`src/rtl/ddu_tx_framer.sv`:
```
// DDU transmit framer: buffers controller words and frames them for the TLK,
// with a minimum inter-frame gap, carrier-extend on underrun and statistics.
module ddu_tx_framer #(
    parameter int         DEPTH_LOG2 = 4,
    parameter int         IDLE_MIN   = 4,
    parameter logic [3:0] EOF_CODE   = 4'hE
) (
    input  logic        CLK,
    input  logic        RST,
    input  logic [15:0] DIN,
    input  logic        DAV,
    input  logic        CLR_STAT,
    output logic [15:0] TXD,
    output logic        TX_EN,
    output logic        TX_ER,
    output logic        FULL,
    output logic        OVF,
    output logic [15:0] FRAMES,
    output logic [7:0]  UNDERRUNS
);

    localparam int DEPTH = 2 ** DEPTH_LOG2;
    localparam int CW    = DEPTH_LOG2 + 1;
    localparam int GW    = $clog2(IDLE_MIN + 2);

    typedef enum logic [1:0] {S_IDLE, S_SEND, S_EXTEND, S_GAP} state_t;

    logic [16:0]           mem [DEPTH];
    logic [DEPTH_LOG2-1:0] wptr, rptr;
    logic [CW-1:0]         count, count_nxt;
    logic [16:0]           rd;
    logic                  empty, push, pop, take;
    state_t                state, state_nxt;
    logic [GW-1:0]         gap, gap_nxt;
    logic [15:0]           s_txd, s_txd_nxt;
    logic                  s_en, s_en_nxt, s_er, s_er_nxt;
    logic                  frame_inc, urun_inc;

    assign empty     = (count == '0);
    assign rd        = mem[rptr];
    assign push      = DAV && (!FULL || pop);
    assign count_nxt = count + CW'(push) - CW'(pop);
    assign take      = !empty && (state != S_GAP);

    always_ff @(posedge CLK) begin
        if (push)
            mem[wptr] <= {DIN[15:12] == EOF_CODE, DIN};
    end

    always_ff @(posedge CLK or posedge RST) begin
        if (RST) begin
            wptr  <= '0;
            rptr  <= '0;
            count <= '0;
            FULL  <= 1'b0;
        end else begin
            if (push)
                wptr <= wptr + DEPTH_LOG2'(1);
            if (pop)
                rptr <= rptr + DEPTH_LOG2'(1);
            count <= count_nxt;
            FULL  <= (count_nxt == CW'(DEPTH));
        end
    end

    always_comb begin
        state_nxt = state;
        gap_nxt   = gap;
        pop       = 1'b0;
        s_txd_nxt = 16'h0000;
        s_en_nxt  = 1'b0;
        s_er_nxt  = 1'b0;
        frame_inc = 1'b0;
        urun_inc  = 1'b0;
        if (take) begin
            pop       = 1'b1;
            s_txd_nxt = rd[15:0];
            s_en_nxt  = 1'b1;
            state_nxt = S_SEND;
            if (rd[16]) begin
                frame_inc = 1'b1;
                if (IDLE_MIN == 0) begin
                    state_nxt = S_IDLE;
                end else begin
                    state_nxt = S_GAP;
                    gap_nxt   = GW'(IDLE_MIN);
                end
            end
        end else begin
            unique case (state)
                S_SEND: begin
                    state_nxt = S_EXTEND;
                    urun_inc  = 1'b1;
                    s_txd_nxt = 16'hF7F7;
                    s_er_nxt  = 1'b1;
                end
                S_EXTEND: begin
                    s_txd_nxt = 16'hF7F7;
                    s_er_nxt  = 1'b1;
                end
                S_GAP: begin
                    gap_nxt = gap - GW'(1);
                    if (gap <= GW'(1))
                        state_nxt = S_IDLE;
                end
                default: ;
            endcase
        end
    end

    // One staging register ahead of the output flops gives the
    // two-edge push-to-TXD latency while keeping all outputs registered.
    always_ff @(posedge CLK or posedge RST) begin
        if (RST) begin
            state <= S_IDLE;
            gap   <= '0;
            s_txd <= 16'h0000;
            s_en  <= 1'b0;
            s_er  <= 1'b0;
            TXD   <= 16'h0000;
            TX_EN <= 1'b0;
            TX_ER <= 1'b0;
        end else begin
            state <= state_nxt;
            gap   <= gap_nxt;
            s_txd <= s_txd_nxt;
            s_en  <= s_en_nxt;
            s_er  <= s_er_nxt;
            TXD   <= s_txd;
            TX_EN <= s_en;
            TX_ER <= s_er;
        end
    end

    always_ff @(posedge CLK or posedge RST) begin
        if (RST) begin
            OVF       <= 1'b0;
            FRAMES    <= 16'h0000;
            UNDERRUNS <= 8'h00;
        end else if (CLR_STAT) begin
            OVF       <= 1'b0;
            FRAMES    <= 16'h0000;
            UNDERRUNS <= 8'h00;
        end else begin
            if (DAV && !push)
                OVF <= 1'b1;
            if (frame_inc)
                FRAMES <= FRAMES + 16'd1;
            if (urun_inc && UNDERRUNS != 8'hFF)
                UNDERRUNS <= UNDERRUNS + 8'd1;
        end
    end

endmodule

```
`config.mk`:
```
export PLATFORM = sky130hd
export DESIGN_NAME = ddu_tx_framer
export DESIGN_NICKNAME = d
export VERILOG_FILES = /design/src/rtl/ddu_tx_framer.sv
export SDC_FILE = /design/constraint.sdc
export NUM_CORES = 1
export LEC_CHECK = 0
export CAP_MARGIN = 20
export CORE_UTILIZATION = 60
export DETAILED_ROUTE_END_ITERATION = 10
export HOLD_SLACK_MARGIN = 0.03
export PLACE_DENSITY = 0.87
export SLEW_MARGIN = 20
export SYNTH_ARGS = -nofsm -noshare
export SYNTH_HDL_FRONTEND = slang
export SYNTH_SLANG_ARGS = --single-unit
```
`constraint.sdc`:
```
create_clock -name CLK -period 4.5 [get_ports CLK]
set_input_delay 0.9 -clock CLK [delete_from_list [all_inputs] [get_ports CLK]]
set_output_delay 0.9 -clock CLK [all_outputs]
set_load 0.02 [all_outputs]
```
After elaboration in Yosys (flattened, before gate mapping)
Memories as Yosys holds them, arrays and structs flattened.
Cells that the tools add are included.
- add/sub/neg operators: 7
- magnitude comparators: 1
- equality and inequality tests: 9
- multiplexer cells: 24
- reduce and logical (&&, ||, !) cells: 17
- operators by type and width (operator ; number):
    two-way mux 16 bit ; 4
    adder 16 x 1 -> 16 bit (second input constant) ; 1
    two-way mux 8 bit ; 2
    two-way mux 1 bit ; 11
    two-way mux 3 bit ; 3
    adder 4 x 1 -> 4 bit (second input constant) ; 2
    adder 8 x 1 -> 8 bit (second input constant) ; 1
    != test 8 bit (second input constant) ; 1
    nonzero test 2 bit ; 4
    two-way mux 2 bit ; 3
    adder 5 x 1 -> 5 bit ; 1
    == test 5 bit (second input constant) ; 1
    zero test 5 bit ; 1
    subtractor 5 x 1 -> 5 bit ; 1
    == test 2 bit (second input constant) ; 2
    == test 4 bit (second input constant) ; 1
    logical AND 1 bit ; 4
    != test 2 bit (second input constant) ; 2
    one-hot mux 2 bit (2 select lines) ; 1
    AND reduction 2 bit ; 2
    less-or-equal comparator 3 x 1 -> 1 bit (second input constant) ; 1
    zero test 1 bit ; 3
    != test 3 bit (second input constant) ; 1
    nonzero test 3 bit ; 1
    other kinds (4) ; 4
- bits in registers: 80
- RAM bits: 272
- output and inout bits: 44
- word-level logic and storage cells: 74
- memories: 1
- memories (name ; depth ; bits a word ; read ports ; clocked after Yosys merged registers in ; write ports ; RTL line ; RTL):
    mem ; 16 ; 17 ; 1 ; 0 ; 1 ; 28 ; logic [16:0] mem [DEPTH];

Depth between registers and ports, before layout
- word-level depth: 10
- depth in mapped cells: 18
- depth with buffers taken out: 16

Worst setup path before layout
No wires, ideal clock.
- path kind: register -> register
- start: reg count[2]
- end: mem mem[0][0], enable pin
- arrival: 3.155 ns
- slack: 0.911 ns
- cell stages (with the launch flop): 11
- buffers on the path: 2
- cell sequence: dfrtp_1 -> inv_1 -> ha_1 -> nor4b_4 -> or2_1 -> buf_4 -> nand2_1 -> and2_1 -> clkbuf_2 -> inv_1 -> nor4_1
- longest elaborated chain between the ends: 8
- ends and longest elaborated chain (what ; RTL line ; RTL):
    start: declaration ; 30 ; logic [CW-1:0] count, count_nxt;
    start signal: assignment ; 61 ; count <= count_nxt;
    zero test 5 bit ; 39 ; assign empty = (count == '0);
    zero test 1 bit ; 43 ; assign take = !empty && (state != S_GAP);
    logical AND 1 bit ; 43 ;
    two-way mux 1 bit ; 75 ; if (take) begin
    logical OR 1 bit ; 41 ; assign push = DAV && (!FULL || pop);
    logical AND 1 bit ; 41 ;
    two-way mux 1 bit ; 46 ; if (push)
    two-way mux 1 bit (not written as such) ; 47 ; mem[wptr] <= {DIN[15:12] == EOF_CODE, DIN};
    end: declaration ; 28 ;
No other way between the ends.

Final worst setup path
- start: reg count[2]
- end: reg FULL
- longest elaborated chain between the ends: 9
- ends and longest elaborated chain (what ; RTL line ; RTL):
    zero test 5 bit ; 39 ;
    zero test 1 bit ; 43 ;
    logical AND 1 bit ; 43 ;
    two-way mux 1 bit ; 75 ;
    logical OR 1 bit ; 41 ;
    logical AND 1 bit ; 41 ;
    adder 5 x 1 -> 5 bit ; 42 ; assign count_nxt = count + CW'(push) - CW'(pop);
    subtractor 5 x 1 -> 5 bit (*) ; 42 ;
    net count_nxt[4] ; 30 ;
    == test 5 bit (*) ; 62 ; FULL <= (count_nxt == CW'(DEPTH));
    end signal: assignment ; 62 ;
    end: declaration ; 16 ; output logic FULL,
Mark *: on every way through the listed nets, which the timed path passes. The rest lies on a longest branch.
A chain may end at the register's enable or synchronous reset.

==> metrics <==
Pwr Density=between 600 and 700 nW/um^2; Overflow after GRT=0; IO Pins=64; CTS Sinks=352; n_diodes=0; row count=55; Core Box Area=22600 um^2; cells after synthesis=719; Yosys cell types=48; number of remaining DRC errors=0; FFs w/ async S/R, synth=approximately 23%; EDFF count, synth=between 200 and 300; syn_area_per_cell=19.2 um^2; list of most frequent post-synthesis cells=edfxtp_1, dfrtp_1, mux4_2; hold_buf cts=0; initial core utilization=slightly above 60%; Final Routed Wirelength=between 20000 and 30000 um; routed vias=around 7100; YS warnings=0; vias in the first global route=around 7400; Worst IR Drop VDD=about 0.0004 V; hold crit path type=flop to flop; port buffer count=63; TNS Setup=0 ns; Worst-path clk slew=0.06 ns; Seq cells post-synth=352; Startpoint Class=flop; Period minus WS final=approximately 3.7 ns; worst-margin pin slew=roughly 1.2 ns; DIE HEIGHT=154 um; outcome=completed; Max Transition Viols Final=0; R2R Setup Slk=0.82 ns; CP Class=flop to flop; placed cells=between 1000 and 1500; CTS tree=built; # resized after CTS=0; GRT Resource Usage Total=roughly 26%; final clock skew=~0.019 ns; syn_nets=757; first-pass GRT wire length=between 40000 and 50000 um; Seq/Total Area, Yosys=about three quarters; Max-Slew Margin vs Limit=19.1%; endpoint class of the critical path=flop; most common cell in the synthesized netlist=edfxtp_1; Crit path arrival time=4.08 ns; LEAKAGE=5.67 nW; RSZ-0062 raised after global routing=false; Clock Tree Buf Depth=3; CTS root buf=clkbuf_16; final net count=roughly 850; largest net degree at the start of global routing=61; Die ar.=~24000 um^2; Req. time, crit path=around 4.9 ns; Final Power=0.0103 W; Non-Filler Instances=1119; Hold Violations, Final=0; fmax=272 MHz; GP Congestion=roughly 0.83; Mapped Area=about 14000 um^2; initial antenna violation count=0; Worst-Skew Late Latency=between 0.5 and 0.6 ns; share of layout cells above drive strength 1=about a fifth; ys flop type=edfxtp_1; crit-path cells=inv_1 > ha_1 > nor4b_4 > or2_1 > nand2_1 > and2_1 > inv_1 > ha_1 > inv_1 > ha_1 > fa_1 > a21oi_1 > o21bai_1 > xnor2_1 > nand2b_1 > nor4_1; Num CTS Buffers=35; CP max stage cell=fa_1; worst stage delay on the critical path=0.41 ns; endpoints failing setup=0; First DRT Iteration DRCs=710; vias per cell=6.36; Avg WL per Cell=between 20 and 30 um; DRT Pass-1 Iters=5; Die Wd=~150 um; DP HPWL=around 17000 um; worst-path maximum fanout=8; top cell type by total area after synthesis=edfxtp_1; Max Cap Violations=0; CTS HTree Levels=2; post-route ant nets=0; top cells by area, synth=edfxtp_1, dfrtp_1, mux4_2, ha_1, nand2_1; Final Cycle Share=between 80% and 90%; Area Growth Syn to Fin=15.8%; post-CTS setup buffers=0; Synth top area share=59.2%
==> layer usage <==
layer / part of all wire (%) / GRT usage (%) / wire (um) / vias to the layer above
met1: 39 / 33.9 / 11300 / 3720
met4: 3.5 / 10.6 / 1010 / 0
met3: 7.0 / 4.62 / 2040 / 72
met5: 0 / 0 / 0 / -
li1: - / - / - / 2983
met2: 51 / 43.3 / 14800 / 340
==> kinds of logic (layout without fill, tap and decap cells) <==
kind of cell,count (synthesis),after routing,synth area share (%)
compound gates,30,30,1.60
mux,97,97,14.4
fa+ha+maj,18,18,1.69
buf+inv,53,168,1.70
flops,352,352,73.7
xor+xnor,23,23,1.46
simple gates,146,146,5.44
==> cell type report <==
cell class              instances  area (um^2)
clock buffers                  40          916
repair buffers                 84          796
multi-input cells             314         3420
clock inverters                23          228
fillers                      1336         6590
well taps                     285          357
flip-flops and latches        352        10200
inverters                      21         83.8
==> stage by stage <==
stage	instance area [um^2]	util (%)	hold WS, ns	setup slack (ns)
floorplan	13800	-	0.331	0.911
global placement	14800	65.7	0.335	0.852
detailed placement	14800	65.7	0.335	0.695
CTS	16000	70.8	0.348	0.873
global route	16000	70.8	0.351	0.604
finish	16000	70.8	0.344	0.817
==> critical path: cells and delay by family (launching register included) <==
kind / cells / cell delay, ns
DFF: 1 / 0.39
buffers and inverters: 3 / 0.43
AOI/OAI and AO/OA: 2 / 0.27
and+or+nand+nor: 6 / 1.29
adders and majority gates: 4 / 0.95
xor gates and xnor gates: 1 / 0.25
==> report_power, final <==
part           internal, W  total [W]  switching, W
sequential         0.00403    0.00452      0.000489
clock              0.00170    0.00289       0.00119
combinational      0.00140    0.00288       0.00147
total              0.00713     0.0103       0.00315
==> registers in the layout, indices dropped and copies added, names as in the netlist <==
register	flops
FRAMES	16
FULL	1
OVF	1
TXD	16
TX_EN	1
TX_ER	1
UNDERRUNS	8
count	5
gap	3
mem	272
rptr	4
s_en	1
s_er	1
s_txd	16
state	2
wptr	4
==> placed cells by master, fill, tap and decap left out, types with 7 or more instances in the layout <==
| cell | instances |
|---|---|
| edfxtp_1 | 272 |
| dfrtp_1 | 78 |
| mux4_2 | 77 |
| clkdlybuf4s50_1 | 62 |
| nand2_1 | 47 |
| clkbuf_16 | 36 |
| nor2_1 | 32 |
| buf_4 | 20 |
| inv_1 | 19 |
| ha_1 | 17 |
| xnor2_1 | 16 |
| nand3_1 | 13 |
| nor2b_1 | 10 |
| a21oi_1 | 10 |
| mux2i_1 | 9 |
| and2_1 | 9 |
| clkinv_1 | 9 |
| and3_1 | 8 |
| nand4_1 | 8 |
| mux2_1 | 7 |
| xor2_1 | 7 |
==> final timing paths <==
path,end,depth (start not counted),startpoint
max in group asynchronous,UNDERRUNS[0],3,RST
min in group asynchronous,FRAMES[12],2,RST
min reg2reg,TX_EN,0,s_en
min,TX_EN,0,s_en
max reg2reg,FULL,16,count[2]
max,FULL,16,count[2]
No activity file was read; power rests on OpenSTA's default activity.
